===== config.mk =====
export PLATFORM = sky130hd
export DESIGN_NAME = pkt_fifo_flat
export DESIGN_NICKNAME = d
export VERILOG_FILES = /design/src/rtl/pkt_fifo_if.sv /design/src/rtl/pkt_fifo.sv /design/src/flat_wrapper.sv
export SDC_FILE = /design/constraint.sdc
export NUM_CORES = 1
export LEC_CHECK = 0
export ABC_AREA = 1
export ABC_CLOCK_PERIOD_IN_PS = 3600
export BUFFER_PORTS_ARGS = -buffer_cell sky130_fd_sc_hd__buf_2
export CORE_MARGIN = 2
export CORE_UTILIZATION = 49
export CTS_CLUSTER_SIZE = 14
export DETAILED_ROUTE_END_ITERATION = 8
export HOLD_SLACK_MARGIN = 0.03
export PLACE_DENSITY_LB_ADDON = 0.1
export RECOVER_POWER = 50
export SYNTH_ARGS = -nofsm -noshare
export SYNTH_HDL_FRONTEND = slang
export SYNTH_SLANG_ARGS = --single-unit

===== constraint.sdc =====
create_clock -name clk -period 3.6 [get_ports clk]
set_input_delay 0.18 -clock clk [delete_from_list [all_inputs] [get_ports clk]]
set_output_delay 0.18 -clock clk [all_outputs]
set_load 0.02 [all_outputs]

===== src/rtl/pkt_fifo_if.sv =====
// Host-side bus bundle for pkt_fifo: data/length strobes and status outputs.
// Latency: none, wires only.
// Backpressure: none on this bundle; the host watches full/empty/count itself.
// Ports (master = host, slave = FIFO):
//   wr_en/wr_data, rd_en/rd_data, len_wr_en/len_in, len_rd_en/len_out, err_clr,
//   count, empty, full, pkt_full, read_complete, overflow, underflow.
interface pkt_fifo_if #(
    parameter int DATA_W = 8,
    parameter int LEN_W  = 8,
    parameter int DEPTH  = 128
);
    localparam int CNT_W = $clog2(DEPTH + 1);

    logic              wr_en;
    logic [DATA_W-1:0] wr_data;
    logic              rd_en;
    logic [DATA_W-1:0] rd_data;
    logic              len_wr_en;
    logic [LEN_W-1:0]  len_in;
    logic              len_rd_en;
    logic [LEN_W-1:0]  len_out;
    logic [CNT_W-1:0]  count;
    logic              empty;
    logic              full;
    logic              pkt_full;
    logic              read_complete;
    logic              overflow;
    logic              underflow;
    logic              err_clr;

    modport master (
        output wr_en, wr_data, rd_en, len_wr_en, len_in, len_rd_en, err_clr,
        input  rd_data, len_out, count, empty, full, pkt_full, read_complete,
               overflow, underflow
    );

    modport slave (
        input  wr_en, wr_data, rd_en, len_wr_en, len_in, len_rd_en, err_clr,
        output rd_data, len_out, count, empty, full, pkt_full, read_complete,
               overflow, underflow
    );
endinterface


===== src/rtl/pkt_fifo.sv =====
// Purpose: single length-tagged packet FIFO between host registers and PHY datapath.
// Latency: a pushed word is visible on rd_data (show-ahead) the cycle after the write edge.
// Backpressure: none; writes while full and pops while empty are dropped (flagged if enabled).
// Ports: clk, reset_n (async active-low), bus (pkt_fifo_if.slave, see interface file).
// Optional sticky overflow/underflow flags: define PKT_FIFO_ERR_EN.
module pkt_fifo #(
    parameter int                DATA_W    = 8,
    parameter int                DEPTH     = 128,
    parameter int                LEN_W     = 8,
    parameter int                EDGE_MODE = 1,
    parameter logic [DATA_W-1:0] IDLE_VAL  = DATA_W'(8'h1F)
) (
    input  logic       clk,
    input  logic       reset_n,
    pkt_fifo_if.slave  bus
);
    localparam int                PTR_W    = $clog2(DEPTH);
    localparam int                CNT_W    = $clog2(DEPTH + 1);
    localparam logic [PTR_W-1:0]  LAST_PTR = PTR_W'(DEPTH - 1);
    localparam logic [CNT_W-1:0]  FULL_CNT = CNT_W'(DEPTH);
    localparam bit                EDGE     = (EDGE_MODE != 0);

    logic [DATA_W-1:0] mem_q [DEPTH];

    logic [PTR_W-1:0] wr_ptr_q, wr_ptr_d;
    logic [PTR_W-1:0] rd_ptr_q, rd_ptr_d;
    logic [CNT_W-1:0] count_q, count_d;
    logic [LEN_W-1:0] len_q, len_d;
    logic [LEN_W-1:0] wr_tot_q, wr_tot_d;
    logic [LEN_W-1:0] rd_tot_q, rd_tot_d;
    logic             wr_en_q, rd_en_q;

    logic empty, full;
    logic wr_fire, rd_fire;
    logic do_wr, do_rd;

    assign empty = (count_q == '0);
    assign full  = (count_q == FULL_CNT);

    // Edge mode: write on the rising strobe, pop on the falling one so the host
    // has already sampled the head word before it advances.
    assign wr_fire = EDGE ? (bus.wr_en & ~wr_en_q) : bus.wr_en;
    assign rd_fire = EDGE ? (rd_en_q & ~bus.rd_en) : bus.rd_en;

    // A length load flushes the FIFO and swallows any concurrent strobe.
    assign do_wr = wr_fire & ~full  & ~bus.len_wr_en;
    assign do_rd = rd_fire & ~empty & ~bus.len_wr_en;

    always_comb begin
        wr_ptr_d = wr_ptr_q;
        rd_ptr_d = rd_ptr_q;
        count_d  = count_q;
        len_d    = len_q;
        wr_tot_d = wr_tot_q;
        rd_tot_d = rd_tot_q;
        if (bus.len_wr_en) begin
            len_d    = bus.len_in;
            wr_ptr_d = '0;
            rd_ptr_d = '0;
            count_d  = '0;
            wr_tot_d = '0;
            rd_tot_d = '0;
        end else begin
            if (do_wr) begin
                wr_ptr_d = (wr_ptr_q == LAST_PTR) ? '0 : wr_ptr_q + PTR_W'(1);
                if (wr_tot_q != '1) wr_tot_d = wr_tot_q + LEN_W'(1);
            end
            if (do_rd) begin
                rd_ptr_d = (rd_ptr_q == LAST_PTR) ? '0 : rd_ptr_q + PTR_W'(1);
                if (rd_tot_q != '1) rd_tot_d = rd_tot_q + LEN_W'(1);
            end
            case ({do_wr, do_rd})
                2'b10:   count_d = count_q + CNT_W'(1);
                2'b01:   count_d = count_q - CNT_W'(1);
                default: count_d = count_q;
            endcase
        end
    end

    always_ff @(posedge clk or negedge reset_n) begin
        if (!reset_n) begin
            wr_ptr_q <= '0;
            rd_ptr_q <= '0;
            count_q  <= '0;
            len_q    <= '0;
            wr_tot_q <= '0;
            rd_tot_q <= '0;
            wr_en_q  <= 1'b0;
            rd_en_q  <= 1'b0;
        end else begin
            wr_ptr_q <= wr_ptr_d;
            rd_ptr_q <= rd_ptr_d;
            count_q  <= count_d;
            len_q    <= len_d;
            wr_tot_q <= wr_tot_d;
            rd_tot_q <= rd_tot_d;
            // Strobe history tracks the pins every cycle, even during a flush.
            wr_en_q  <= bus.wr_en;
            rd_en_q  <= bus.rd_en;
        end
    end

    // Storage is deliberately not reset.
    always_ff @(posedge clk) begin
        if (do_wr) mem_q[wr_ptr_q] <= bus.wr_data;
    end

`ifdef PKT_FIFO_ERR_EN
    logic ovf_q, ovf_d;
    logic udf_q, udf_d;
    logic ovf_set, udf_set;

    // A set event beats a simultaneous clear; flush cycles leave flags alone.
    assign ovf_set = wr_fire & full  & ~bus.len_wr_en;
    assign udf_set = rd_fire & empty & ~bus.len_wr_en;

    always_comb begin
        ovf_d = ovf_set | (ovf_q & ~bus.err_clr);
        udf_d = udf_set | (udf_q & ~bus.err_clr);
    end

    always_ff @(posedge clk or negedge reset_n) begin
        if (!reset_n) begin
            ovf_q <= 1'b0;
            udf_q <= 1'b0;
        end else begin
            ovf_q <= ovf_d;
            udf_q <= udf_d;
        end
    end

    assign bus.overflow  = ovf_q;
    assign bus.underflow = udf_q;
`else
    logic unused_err_clr;
    assign unused_err_clr = bus.err_clr;
    assign bus.overflow   = 1'b0;
    assign bus.underflow  = 1'b0;
`endif

    assign bus.rd_data       = bus.rd_en ? (empty ? '0 : mem_q[rd_ptr_q]) : IDLE_VAL;
    assign bus.len_out       = bus.len_rd_en ? len_q : '0;
    assign bus.count         = count_q;
    assign bus.empty         = empty;
    assign bus.full          = full;
    assign bus.pkt_full      = (wr_tot_q >= len_q) & (wr_tot_q != '0) & ~bus.wr_en;
    assign bus.read_complete = (rd_tot_q >= len_q) & ~bus.rd_en;
endmodule


===== src/flat_wrapper.sv =====
// flat-port wrapper written by rule: the top's interface ports become plain ports
module pkt_fifo_flat 
#(
    parameter int                DATA_W    = 8,
    parameter int                DEPTH     = 128,
    parameter int                LEN_W     = 8,
    parameter int                EDGE_MODE = 1,
    parameter logic [DATA_W-1:0] IDLE_VAL  = DATA_W'(8'h1F)
)
  (clk, reset_n, bus_wr_en, bus_wr_data, bus_rd_en, bus_len_wr_en, bus_len_in, bus_len_rd_en, bus_err_clr, bus_rd_data, bus_len_out, bus_count, bus_empty, bus_full, bus_pkt_full, bus_read_complete, bus_overflow, bus_underflow);
  pkt_fifo_if #(.DATA_W(DATA_W), .LEN_W(LEN_W), .DEPTH(DEPTH)) bus_i ();
  input  logic clk;
  input  logic reset_n;
  input wire logic [$bits(bus_i.wr_en)-1:0] bus_wr_en;
  input wire logic [$bits(bus_i.wr_data)-1:0] bus_wr_data;
  input wire logic [$bits(bus_i.rd_en)-1:0] bus_rd_en;
  input wire logic [$bits(bus_i.len_wr_en)-1:0] bus_len_wr_en;
  input wire logic [$bits(bus_i.len_in)-1:0] bus_len_in;
  input wire logic [$bits(bus_i.len_rd_en)-1:0] bus_len_rd_en;
  input wire logic [$bits(bus_i.err_clr)-1:0] bus_err_clr;
  output wire logic [$bits(bus_i.rd_data)-1:0] bus_rd_data;
  output wire logic [$bits(bus_i.len_out)-1:0] bus_len_out;
  output wire logic [$bits(bus_i.count)-1:0] bus_count;
  output wire logic [$bits(bus_i.empty)-1:0] bus_empty;
  output wire logic [$bits(bus_i.full)-1:0] bus_full;
  output wire logic [$bits(bus_i.pkt_full)-1:0] bus_pkt_full;
  output wire logic [$bits(bus_i.read_complete)-1:0] bus_read_complete;
  output wire logic [$bits(bus_i.overflow)-1:0] bus_overflow;
  output wire logic [$bits(bus_i.underflow)-1:0] bus_underflow;
  assign bus_i.wr_en = bus_wr_en;
  assign bus_i.wr_data = bus_wr_data;
  assign bus_i.rd_en = bus_rd_en;
  assign bus_i.len_wr_en = bus_len_wr_en;
  assign bus_i.len_in = bus_len_in;
  assign bus_i.len_rd_en = bus_len_rd_en;
  assign bus_i.err_clr = bus_err_clr;
  assign bus_rd_data = bus_i.rd_data;
  assign bus_len_out = bus_i.len_out;
  assign bus_count = bus_i.count;
  assign bus_empty = bus_i.empty;
  assign bus_full = bus_i.full;
  assign bus_pkt_full = bus_i.pkt_full;
  assign bus_read_complete = bus_i.read_complete;
  assign bus_overflow = bus_i.overflow;
  assign bus_underflow = bus_i.underflow;
  pkt_fifo #(.DATA_W(DATA_W), .DEPTH(DEPTH), .LEN_W(LEN_W), .EDGE_MODE(EDGE_MODE), .IDLE_VAL(IDLE_VAL)) u_core (.clk(clk), .reset_n(reset_n), .bus(bus_i));
endmodule

==> summary.md <==
| Metric | Value |
|---|---|
| DR iter-0 viols | 3101 |
| Async S/R FF share, synth | 4.48% |
| Initial antenna violation count | 1 |
| Ys flop type | edfxtp_1 |
| CP most frequent cell | nand3_1 |
| Commonest non-fill, non-tap cell in the layout | edfxtp_1 |
| Gpl congestion | 0.889 |
| CP max-delay cell | dfrtp_4 |
| Starting Density | 49.6% |
| Hold WC Path Type | in -> reg |
| Max Root-Sink Buffers | 3 |
| Clock transition at the registers of the reported paths | 0.06 ns |
| Placed Cells | 4668 |
| Slew @ Worst Pin | 3.52 ns |
| Int Power | 21.2 mW |
| Fraction of layout cells with a size suffix above 1 | 9.41% |
| CP Launch Type | register |
| Routed Antenna Nets | 0 |
| Critical path buffers and inverters | 4 |
| DR pass1 iterations | 6 |
| Fillers | 7327 |
| VDD IR-drop max | 0.000486 V |
| Data required, critical path | 3.42 ns |
| Worst Setup EP | bus_rd_data[7] |
| Core area | 88600 sq um |
| DIE WIDTH | 304 um |
| Net Sw Power | 7.61 mW |
| R2R depth | 10 |
| Hold_sp | bus_len_wr_en |
| Post-route clock period utilization | 98.7% |
| Crit-path leading delay family | simple AND/OR/NAND/NOR gates |
| Largest net degree at the start of global routing | 131 |
| PD cells | 581 nW/um^2 |
| Combinational share of power | 14.2% |
| Flops & latches, synth | 1072 |
| PortBufs | 49 |
| DRT Wirelength | 120000 um |
| Synth top area share | 69.9% |
| Final setup viols | 0 |
| Tot Pwr | 28.8 mW |
| Violated checks | capacitance limit, slew limit |
| RSZ-0062 raised after global routing | true |
| Largest area contributor in the netlist | edfxtp_1 |
| Chip height | 304 um |
| First-pass GRT wire length | 177000 um |
| Crit path max fanout | 51 |
| GRT Overall Usage | 25.4% |
| Cts bufs inserted | 108 |
| Die area | 92200 sq um |
| Met1 GRT Util | 35.0% |
| Met2 Track Usage GR | 41.5% |
| Final-report hold violation count | 0 |
| Fin cells | 4904 |
| Final core utilization | 55.9% |
| Busiest layer in global routing | met2 |
| Crit. End Element | output port |
| Clock Sinks | 1072 |
| Met3 Usage GRT | 3.93% |
| Rows | 109 |
| WHS | 0.0464 ns |
| CTS tree | done |
| Fmax | 282 MHz |
| Hpwl dp | 70300 um |
| Cells after synthesis | 3587 |
| Fin crit period | 3.55 ns |
| Slew Limit Fails | 581 |
| # diodes | 0 |
| Crit path launch | u_core.rd_ptr_q[0] |
| Ys Warns | 0 |
| Leak pwr | 16.5 nW |
| # IOs | 53 |
| Clk root buf | clkbuf_16 |
| Area growth from synthesis to layout | 12.7% |
| Mapped Area | 44000 sq um |
| H-tree Lvls | 3 |
| Remaining routing DRC violations | 0 |
| Clock Latency Late Sink | 0.69 ns |
| Setup total negative slack | 0 ns |
| Arr. time, crit path | 3.37 ns |
| Cells along the critical path | clkbuf_2 -> buf_4 -> clkbuf_16 -> nor2_1 -> nor2_1 -> o21ai_0 -> o211ai_1 -> nand3_1 -> nand3_1 -> nand3_1 -> nand3_1 -> nand2_1 -> nor2_2 -> buf_2 |
| Vias | 29100 |
| R2R setup slack | 0.87 ns |
| Synth unique cells | 48 |
| Seq pwr share | 47.9% |
| Sw frac | 26.4% |
| R2R Path End | u_core.mem_q[21][3] |
| Max Cap Viol | 10 |
| Grt ovf | 0 |
| Number of global-route vias before repair | 28000 |
| Via density | 5.94 |
| Synth Area per Inst | 12.3 sq um |
| CP Class | reg -> out |
| WP depth | 14 |
| Clk pwr share | 38.0% |
| Status | finished with violations |
| Most frequent cells in the layout | edfxtp_1 (1024), nor2_1 (766), o21ai_0 (540), nand2_1 (304), nand3_1 (135) |
| Nets | 3699 |
| Largest stage delay on the critical path | 0.45 ns |
| Sequential element share of the synthesized area | 72.6% |
| Slew margin rel. | -135% |
| Setup Skew | 0.0216 ns |
| Post-synth EDFFs | 1024 |
| Area contributors post-synth | edfxtp_1 (70%), nor2_1 (6.6%), o21ai_0 (6.2%), dfrtp_1 (2.7%), nand2_1 (2.6%) |
| Routed len/inst | 24.5 um |
| Critical R2R Launch | u_core.bus.count[2] |
flip-flops by register name, indices dropped and copies added, names as in the netlist:
signal / flops
u_core.bus.count: 8
u_core.len_q: 8
u_core.mem_q: 1024
u_core.wr_tot_q: 8
u_core.wr_en_q: 1
u_core.rd_en_q: 1
u_core.rd_ptr_q: 7
u_core.rd_tot_q: 8
u_core.wr_ptr_q: 7
worst min-delay path by stage:
stage | depth (start not counted) | to | slack [ns]
2_1_floorplan | 0 | u_core.bus.count[0] | -0.12
3_3_place_gp | 1 | u_core.bus.count[6] | 0.006
3_5_place_dp | 1 | u_core.bus.count[6] | 0.01
4_1_cts | 2 | u_core.len_q[2] | 0.03
5_1_grt | 2 | u_core.rd_tot_q[2] | 0.10
6_report | 2 | u_core.len_q[2] | 0.05
layout make-up:
class | count | area [sq um] | share of cell area, %
Clock buffer | 137 | 2940 | 5.92
Sequential cell | 1072 | 32000 | 64.5
Inverter | 84 | 343 | 0.691
Timing Repair inverter | 1 | 8.76 | 0.0177
Tap cell | 1165 | 1460 | 2.94
Multi-Input combinational cell | 2200 | 10600 | 21.5
Timing Repair Buffer | 184 | 1730 | 3.48
Clock inverter | 61 | 505 | 1.02
repair_timing:
action	CTS	global route
pin swaps	1	7
endpoints found under the hold margin	58	0
hold buffers	20	0
resized for setup	18	25
endpoints found under the setup margin	8	8
cloned	2	3
setup buffers	4	9
cell families after synthesis:
group	share of synthesized area, %
XOR/XNOR	0.139
buffers and inverters	3.45
adder cells (fa/ha/maj)	0.711
flip-flops	72.6
AND/OR/NAND/NOR	11.8
AO/OA/AOI/OAI	11.3
other	0.00852
through the flow:
stage	setup WS, ns	area (sq um)
floorplan	0.923	44000
global placement	0.328	45600
detailed placement	0.337	45600
CTS	-0.0222	49400
global route	-0.0220	49600
finish	0.0477	49600
Yosys cell counts, types with 14 or more instances:
cell      count
o21ai_1      17
ha_1         25
nand4_1      29
clkbuf_1    111
dfrtp_1      48
a21oi_1      57
o21ai_0     541
inv_1        76
buf_6        17
buf_2        65
nand3_1     141
edfxtp_1   1024
o221ai_1     14
nand2_1     305
nor2_1      771
o22ai_1     133
o211ai_1    110
buf_4        32
routing by layer:
layer / wire (um) / part of all wire [%]
met2: 57600 / 48
met1: 49600 / 41
met3: 9550 / 8.0
met4: 3290 / 2.7
met5: 11 / 0.0092
power groups by stage:
stage               registers [mW]  logic (mW)  clock network (mW)
finish                        13.8        4.08                10.9
detailed placement            14.1        3.77                   0
global route                  13.8        4.45                11.6
floorplan                     14.1        2.43                   0
CTS                           13.8        3.92                11.1
global placement              14.1        3.71                   0
Power figures use the tool's default switching activity.
